==> config.mk <==
export PLATFORM = sky130hd
export DESIGN_NAME = lcd_text_driver
export DESIGN_NICKNAME = d
export VERILOG_FILES = /design/src/rtl/lcd_pkg.sv /design/src/rtl/lcd_write_strobe.sv /design/src/rtl/lcd_text_driver.sv
export SDC_FILE = /design/constraint.sdc
export NUM_CORES = 1
export LEC_CHECK = 0
export BUFFER_PORTS_ARGS = -buffer_cell sky130_fd_sc_hd__buf_4
export CORE_ASPECT_RATIO = 1.75
export CORE_MARGIN = 4
export CORE_UTILIZATION = 30
export CTS_CLUSTER_DIAMETER = 40
export DETAILED_ROUTE_END_ITERATION = 6
export PLACE_DENSITY = 0.41
export REMOVE_ABC_BUFFERS = 1
export SYNTH_ARGS = -nofsm -noshare
export SYNTH_HDL_FRONTEND = slang
export SYNTH_HIERARCHICAL = 1
export SYNTH_SLANG_ARGS = --single-unit
export TNS_END_PERCENT = 20
==> constraint.sdc <==
create_clock -name clk -period 5.2 [get_ports clk]
set_input_delay 1.56 -clock clk [delete_from_list [all_inputs] [get_ports clk]]
set_output_delay 1.56 -clock clk [all_outputs]
set_load 0.005 [all_outputs]
==> src/rtl/lcd_pkg.sv <==
// Shared constants and types for the HD44780 16x2 text driver.
// Command bytes, FSM/write-phase encodings and a width helper.
package lcd_pkg;

  localparam logic [7:0] FUNC_SET = 8'h38;  // 8-bit bus, 2 lines, 5x8 font
  localparam logic [7:0] DISP_ON  = 8'h0C;  // display on, cursor off
  localparam logic [7:0] ENTRY    = 8'h06;  // increment, no shift
  localparam logic [7:0] CLEAR    = 8'h01;
  localparam logic [7:0] LINE1    = 8'h80;
  localparam logic [7:0] LINE2    = 8'hC0;

  typedef enum logic [2:0] {
    ST_PWRUP,
    ST_INIT,
    ST_LINE,
    ST_FETCH,
    ST_WRITE
  } lcd_state_t;

  typedef enum logic [1:0] {
    PH_IDLE,
    PH_SETUP,
    PH_ENABLE,
    PH_HOLD
  } wr_phase_t;

  function automatic int unsigned max3(input int unsigned a, input int unsigned b,
                                       input int unsigned c);
    int unsigned m;
    m = a;
    if (b > m) m = b;
    if (c > m) m = c;
    return m;
  endfunction

  function automatic logic [7:0] init_cmd(input logic [1:0] step);
    logic [7:0] cmd;
    case (step)
      2'd0:    cmd = FUNC_SET;
      2'd1:    cmd = DISP_ON;
      2'd2:    cmd = ENTRY;
      default: cmd = CLEAR;
    endcase
    return cmd;
  endfunction

endpackage

==> src/rtl/lcd_write_strobe.sv <==
// One LCD bus write: setup, enable pulse, then post-write hold with rs/data frozen.
// done pulses one cycle before the wait ends; the idle cycle that follows is the last wait cycle.
module lcd_write_strobe
  import lcd_pkg::*;
#(
  parameter int unsigned CLR_WAIT  = 100000,
  parameter int unsigned CMD_WAIT  = 2500,
  parameter int unsigned SETUP_CYC = 5,
  parameter int unsigned E_CYC     = 25,
  parameter int unsigned CNT_W     = 17
) (
  input  logic       clk,
  input  logic       rst,
  input  logic       start,
  input  logic       rs,
  input  logic [7:0] wr_byte,
  input  logic       long_wait,
  output logic       lcd_en,
  output logic       lcd_rs,
  output logic [7:0] lcd_data,
  output logic       done
);

  localparam logic [CNT_W-1:0] SETUP_LAST = CNT_W'(SETUP_CYC - 1);
  localparam logic [CNT_W-1:0] E_LAST     = CNT_W'(E_CYC - 1);
  // Hold covers wait-1 cycles; the idle cycle after done completes the wait (wait >= 2).
  localparam logic [CNT_W-1:0] CLR_LAST   = CNT_W'(CLR_WAIT - 2);
  localparam logic [CNT_W-1:0] CMD_LAST   = CNT_W'(CMD_WAIT - 2);

  wr_phase_t        phase, phase_nxt;
  logic [CNT_W-1:0] cnt, cnt_nxt;
  logic             long_q;
  logic             load;
  logic [CNT_W-1:0] hold_last;

  assign hold_last = long_q ? CLR_LAST : CMD_LAST;
  assign lcd_en    = (phase == PH_ENABLE);

  always_comb begin
    phase_nxt = phase;
    cnt_nxt   = cnt;
    load      = 1'b0;
    done      = 1'b0;
    case (phase)
      PH_IDLE: begin
        if (start) begin
          phase_nxt = PH_SETUP;
          cnt_nxt   = '0;
          load      = 1'b1;
        end
      end
      PH_SETUP: begin
        if (cnt == SETUP_LAST) begin
          phase_nxt = PH_ENABLE;
          cnt_nxt   = '0;
        end else begin
          cnt_nxt = cnt + 1'b1;
        end
      end
      PH_ENABLE: begin
        if (cnt == E_LAST) begin
          phase_nxt = PH_HOLD;
          cnt_nxt   = '0;
        end else begin
          cnt_nxt = cnt + 1'b1;
        end
      end
      PH_HOLD: begin
        if (cnt == hold_last) begin
          phase_nxt = PH_IDLE;
          cnt_nxt   = '0;
          done      = 1'b1;
        end else begin
          cnt_nxt = cnt + 1'b1;
        end
      end
      default: begin
        phase_nxt = PH_IDLE;
        cnt_nxt   = '0;
      end
    endcase
  end

  always_ff @(posedge clk) begin
    if (rst) begin
      phase    <= PH_IDLE;
      cnt      <= '0;
      long_q   <= 1'b0;
      lcd_rs   <= 1'b0;
      lcd_data <= '0;
    end else begin
      phase <= phase_nxt;
      cnt   <= cnt_nxt;
      if (load) begin
        long_q   <= long_wait;
        lcd_rs   <= rs;
        lcd_data <= wr_byte;
      end
    end
  end

endmodule

==> src/rtl/lcd_text_driver.sv <==
// HD44780 16x2 text driver: power-up init once, then endless refresh of 32 characters
// fetched from the upstream character source by index.
module lcd_text_driver
  import lcd_pkg::*;
#(
  parameter int unsigned PWR_WAIT  = 750000,
  parameter int unsigned CLR_WAIT  = 100000,
  parameter int unsigned CMD_WAIT  = 2500,
  parameter int unsigned SETUP_CYC = 5,
  parameter int unsigned E_CYC     = 25,
  parameter int unsigned CHAR_LAT  = 2
) (
  input  logic       clk,
  input  logic       rst,
  input  logic [7:0] char_in,
  output logic [4:0] index,
  output logic       lcd_rs,
  output logic       lcd_rw,
  output logic       lcd_en,
  output logic [7:0] lcd_data,
  output logic       init_done,
  output logic       frame_done
);

  localparam int unsigned CNT_W = $clog2(max3(PWR_WAIT, CLR_WAIT, CMD_WAIT) + 1);
  localparam logic [CNT_W-1:0] PWR_LAST   = CNT_W'(PWR_WAIT - 1);
  localparam logic [CNT_W-1:0] FETCH_LAST = CNT_W'(CHAR_LAT - 1);

  lcd_state_t       state, state_nxt;
  logic [CNT_W-1:0] cnt, cnt_nxt;
  logic [4:0]       index_nxt;
  logic [1:0]       step, step_nxt;
  logic             issued, issued_nxt;
  logic [7:0]       byte_q;
  logic             latch;
  logic             init_nxt;
  logic             frame_nxt;

  logic             wr_start;
  logic             wr_rs;
  logic [7:0]       wr_byte;
  logic             wr_long;
  logic             wr_done;

  assign lcd_rw = 1'b0;

  lcd_write_strobe #(
    .CLR_WAIT  (CLR_WAIT),
    .CMD_WAIT  (CMD_WAIT),
    .SETUP_CYC (SETUP_CYC),
    .E_CYC     (E_CYC),
    .CNT_W     (CNT_W)
  ) u_strobe (
    .clk       (clk),
    .rst       (rst),
    .start     (wr_start),
    .rs        (wr_rs),
    .wr_byte   (wr_byte),
    .long_wait (wr_long),
    .lcd_en    (lcd_en),
    .lcd_rs    (lcd_rs),
    .lcd_data  (lcd_data),
    .done      (wr_done)
  );

  always_comb begin
    state_nxt  = state;
    cnt_nxt    = cnt;
    index_nxt  = index;
    step_nxt   = step;
    issued_nxt = issued;
    latch      = 1'b0;
    init_nxt   = init_done;
    frame_nxt  = 1'b0;
    wr_start   = 1'b0;
    wr_rs      = 1'b0;
    wr_byte    = FUNC_SET;
    wr_long    = 1'b0;
    case (state)
      ST_PWRUP: begin
        if (cnt == PWR_LAST) begin
          state_nxt = ST_INIT;
          cnt_nxt   = '0;
        end else begin
          cnt_nxt = cnt + 1'b1;
        end
      end
      ST_INIT: begin
        wr_byte = init_cmd(step);
        wr_long = (step == 2'd3);
        if (!issued) begin
          wr_start   = 1'b1;
          issued_nxt = 1'b1;
        end else if (wr_done) begin
          issued_nxt = 1'b0;
          if (step == 2'd3) begin
            step_nxt  = '0;
            init_nxt  = 1'b1;
            state_nxt = ST_LINE;
          end else begin
            step_nxt = step + 2'd1;
          end
        end
      end
      ST_LINE: begin
        wr_byte = index[4] ? LINE2 : LINE1;
        if (!issued) begin
          wr_start   = 1'b1;
          issued_nxt = 1'b1;
        end else if (wr_done) begin
          issued_nxt = 1'b0;
          cnt_nxt    = '0;
          state_nxt  = ST_FETCH;
        end
      end
      ST_FETCH: begin
        if (cnt == FETCH_LAST) begin
          latch     = 1'b1;
          cnt_nxt   = '0;
          state_nxt = ST_WRITE;
        end else begin
          cnt_nxt = cnt + 1'b1;
        end
      end
      ST_WRITE: begin
        wr_rs   = 1'b1;
        wr_byte = byte_q;
        if (!issued) begin
          wr_start   = 1'b1;
          issued_nxt = 1'b1;
        end else if (wr_done) begin
          issued_nxt = 1'b0;
          cnt_nxt    = '0;
          if (index == 5'd15) begin
            index_nxt = 5'd16;
            state_nxt = ST_LINE;
          end else if (index == 5'd31) begin
            index_nxt = '0;
            frame_nxt = 1'b1;
            state_nxt = ST_LINE;
          end else begin
            index_nxt = index + 5'd1;
            state_nxt = ST_FETCH;
          end
        end
      end
      default: begin
        state_nxt = ST_PWRUP;
        cnt_nxt   = '0;
      end
    endcase
  end

  always_ff @(posedge clk) begin
    if (rst) begin
      state      <= ST_PWRUP;
      cnt        <= '0;
      index      <= '0;
      step       <= '0;
      issued     <= 1'b0;
      byte_q     <= '0;
      init_done  <= 1'b0;
      frame_done <= 1'b0;
    end else begin
      state      <= state_nxt;
      cnt        <= cnt_nxt;
      index      <= index_nxt;
      step       <= step_nxt;
      issued     <= issued_nxt;
      init_done  <= init_nxt;
      frame_done <= frame_nxt;
      if (latch) byte_q <= char_in;
    end
  end

endmodule

-- Yosys cells after proc, flatten, opt, wreduce, memory -nomap -nowiden
Index checks and enable logic that the tools add are counted.
- flip-flop bits (word level): 73
- bits of input ports: 10
- output and inout port bits: 18
- word-level logic and storage cells: 112
- $add $sub $neg: 4
- equality and inequality tests: 32
- muxes and demuxes: 47
- bitwise logic cells: 4
- reductions and logical operators: 12
- operators by type and width (operator ; number):
    $mux W20 ; 8
    $pmux W20 S4 ; 2
    $add A20 B1 Y20 const B ; 2
    $mux W3 ; 9
    $pmux W8 S3 ; 1
    $eq A20 B1 Y1 const B ; 1
    $eq A20 B20 Y1 ; 1
    $eq A20 B20 Y1 const B ; 1
    $eq A20 B3 Y1 const B ; 1
    $eq A20 B5 Y1 const B ; 1
    $ne A2 B1 Y1 const B ; 9
    $pmux W6 S3 ; 1
    $mux W17 ; 1
    $mux W1 ; 15
    $pmux W3 S5 ; 1
    $ne A2 B2 Y1 const B ; 6
    $mux W2 ; 5
    $mux W5 ; 2
    $reduce_and A3 Y1 ; 3
    $reduce_and A9 Y1 ; 1
    $eq A2 B2 Y1 const B ; 4
    $pmux W2 S4 ; 1
    $reduce_and A4 Y1 ; 2
    $mux W7 ; 1
    other kinds (14) ; 20

-- Longest topological paths before layout
- depth after elaboration: 7
- mapped depth: 13
- gate-level depth less buffers: 11

-- By module
Netlist, hierarchy kept.
- modules (own cells, without submodules) (module ; times used ; cells an instance ; area each (µm²) ; sequential area each (µm²)):
    lcd_text_driver ; 1 ; 261 ; 2173.3 ; 820.8
    lcd_write_strobe ; 1 ; 218 ; 1755.4 ; 640.6

-- Worst setup path before layout
Ideal clock, no wire load.
- path kind: flip-flop to flip-flop
- start: register u_strobe.cnt[9]
- end: register cnt[8] (netlist name)
- setup time: 74 ps
- data arrival time: 2764 ps
- data required time: 5126 ps
- slack: 2362 ps
- stages on the path, launching flop included: 12
- buffers on the path: 0
- clock period less this slack: 2838 ps
- cell sequence: dfxtp_1 > nor4_4 > nand4b_1 > nor3b_1 > a31oi_1 > nor3b_1 > nand2_1 > a21oi_2 > o211ai_4 > or3_1 > or4b_1 > a31oi_1
- RTL lines (what ; RTL line ; RTL):
    from (decl) ; lcd_write_strobe.sv:31 ; logic [CNT_W-1:0] cnt, cnt_nxt;
    from (signal assigned) ; lcd_write_strobe.sv:93 ; cnt <= cnt_nxt;

==> flow_metrics.env <==
export IMPL_cp_end_kind="flip-flop"
export IMPL_ant_nets=0
export IMPL_ys_ff_latch=73
export IMPL_crit_path_end="cnt[8]"
export IMPL_timing_clock_skew_ps=8.55
export IMPL_synth_area_um2=3930
export IMPL_ys_seq_area_share_pct=37.2
export IMPL_synth_top_cell_area_share_pct=37.2
export IMPL_cts_sinks=73
export IMPL_ctsHoldBuffers=0
export IMPL_crit_arrival_ps=3550
export IMPL_diodes=0
export IMPL_viasPerCell=5.01
export IMPL_hp_start="u_strobe/lcd_data[1]"
export IMPL_grt_pass1_wl_mm=17.1
export IMPL_required_ps=5450
export IMPL_fp_dieW_um=94.5
export IMPL_dieArea_um2=15100
export IMPL_maxCapViolations=0
export IMPL_cts_root_buf="clkbuf_16"
export IMPL_synthCells=479
export IMPL_grt_overflow_total=0
export IMPL_tightest_slew_ps=1110
export IMPL_dr_pass1_iters=4
export IMPL_start_util_pct=30.5
export IMPL_hpwl_mm=7.72
export IMPL_fin_tns_setup_ps=0
export IMPL_ctsResizeCount=0
export IMPL_pin_count=28
export IMPL_synth_edf_count=0
export IMPL_synth_main_ff_cell="dfxtp_1"
export IMPL_r2r_setup_slack_ps=1900
export IMPL_insertion_delay_ps=330
export IMPL_routedWlPerCell_um=15.5
export IMPL_avgSynthCellArea_um2=8.20
export IMPL_reg2reg_to="cnt[8]"
export IMPL_slew_violations=0
export IMPL_hp_class="reg -> reg"
export IMPL_gp_congestion=0.771
export IMPL_synth_warnings=6
export IMPL_critPathLaunchType="flip-flop"
export IMPL_powerDensity_nw_per_um2=348
export IMPL_ys_types=63
export IMPL_grt_antenna_before_repair=0
export IMPL_setup_viol=0
export IMPL_leakagePower_nw=1.59
export IMPL_fin_crit_sh_pct=63.4
export IMPL_synthArstFlopShare_pct=0
export IMPL_slew_headroom_pct=26.0
export IMPL_grt_use_total_pct=14.4
export IMPL_yosys_top_cells_area="dfxtp_1 37%, nor2_1 5.7%, ha_1 5.4%"
export IMPL_cp_max_fo=10
export IMPL_routed_wl_mm=10.4
export IMPL_dp_cells=656
export IMPL_status="complete, no violations"
export IMPL_drive_above_1_share_pct=12.4
export IMPL_yosysTopAreaCell="dfxtp_1"
export IMPL_drt_iter0_drc=109
export IMPL_rsz0062_at_grt="no"
export IMPL_via_count=3364
export IMPL_cts_max_level=3
export IMPL_drcViolationCount=0
export IMPL_synth_commonest_cells="73 x dfxtp_1, 60 x nor2_1, 56 x nand2_1"
export IMPL_layout_nets=523
export IMPL_clkTransAtPathRegs_ps=60
export IMPL_fmax_ghz=0.303
export IMPL_hold_violations=0
export IMPL_grt_max_degree=42
export IMPL_cts_setup_buffers=0
export IMPL_core_area_um2=12900
export IMPL_r2r_cells=11
export IMPL_r2r_start="u_strobe/cnt[9]"
export IMPL_die_h_um=159
export IMPL_crit_start="u_strobe/cnt[9]"
export IMPL_portBuffers=26
export IMPL_vdd_drop_max_mv=0.163
export IMPL_grt_pass1_vias=3363
export IMPL_syn_to_final_growth_pct=15.0
export IMPL_fillCellCount=1377
export IMPL_post_route_min_period_ps=3300
export IMPL_critPathKind="reg -> reg"
export IMPL_hold_slack_ps=461
export IMPL_cts_buffers=9
export IMPL_rows=55
export IMPL_yosysMostFrequentCell="dfxtp_1"
export IMPL_final_cells=672
export IMPL_cts_tree="yes"
export IMPL_cts_buffer_depth=2
worst min path at each step:
stage	endpoint	cells past startpoint
4_1_cts	u_strobe/lcd_data[4]	2
5_1_grt	u_strobe/lcd_data[2]	2
3_5_place_dp	u_strobe/lcd_data[4]	2
6_report	u_strobe/lcd_data[1]	2
3_3_place_gp	u_strobe/lcd_data[1]	2
2_1_floorplan	u_strobe/lcd_data[0]	2
power by group:
part	internal (mW)	leakage, nW	switching, mW
clock	0.369	0.146	0.238
combinational	0.120	0.856	0.213
sequential	0.590	0.589	0.0402
total	1.08	1.59	0.491
cell families after synthesis:
group / count (synthesis) / share of synthesized area, %
buf+inv: 38 / 4.74
flops: 73 / 37.2
mux: 13 / 3.34
other cells: 1 / 0.0954
xor+xnor: 16 / 3.57
fa+ha+maj: 17 / 5.41
simple gates: 236 / 31.0
compound gates: 85 / 14.6
per-stage QoR:
step                setup WS, ps  utilization (%)  total power [mW]  area [um^2]
detailed placement          1870             32.9             0.984         4230
CTS                         1870             35.1              1.60         4520
global placement            1920             32.9             0.979         4230
global route                1670             35.1              1.67         4520
finish                      1900             35.1              1.57         4520
floorplan                   2360                -             0.864         3810
final cells by class:
type                    instances  area [um^2]  share of cell area, %
repair buffers                 27          203                   4.49
clock buffers                  10          229                   5.07
well taps                     171          214                   4.74
clock inverters                 6         58.8                   1.30
flip-flops and latches         73         1460                   32.4
multi-input cells             368         2290                   50.6
inverters                      17         63.8                   1.41
worst max-delay path, stage by stage, from the launching register on:
cell and delay (ps):
dfxtp_1 390, nor4_4 370, nand4b_1 140, nor3b_1 240
a31oi_1 60, nor3b_1 270, nand2_1 170, a21oi_2 290
o211ai_4 190, or3_1 430, or4b_1 480, a31oi_1 180
registers in the layout (all words and copies together) (netlist names):
register           count
index                  5
u_strobe/cnt          20
u_strobe/phase         2
cnt                   20
state                  3
issued                 1
u_strobe/lcd_data      8
byte_q                 8
init_done              1
u_strobe/lcd_rs        1
frame_done             1
u_strobe/long_q        1
step                   2
per-layer routing:
layer / vias up / wire, um / global-route usage, %
met5: - / 0 / 0
met4: 0 / 146 / 5.12
met3: 13 / 232 / 2.46
met2: 32 / 6010 / 28.5
met1: 1593 / 4030 / 14.4
li1: 1726 / - / -
layout by cell type, fill, tap and decap left out, types with 3 or more instances in the layout:
cell type   n
clkbuf_16   9
nand3_1    30
dfxtp_1    73
a31oi_1     7
nor3b_1     3
xor2_1      3
nor4_1      7
nand2_1    56
o31ai_1     4
nand4_1     8
nor2_1     60
or3_1      11
o21ai_0    10
and4_1      3
o22a_1      3
xnor2_1    13
mux2i_1    12
nor3_1     13
and2_1      4
buf_4      27
o21bai_1    3
nand2b_1    8
a22o_1      4
a21oi_1    32
clkinv_2    4
or4_1       3
a21o_1      3
ha_1       17
nor4b_1     3
inv_1      16
nor2b_1     8
Power figures use the tool's default switching activity.
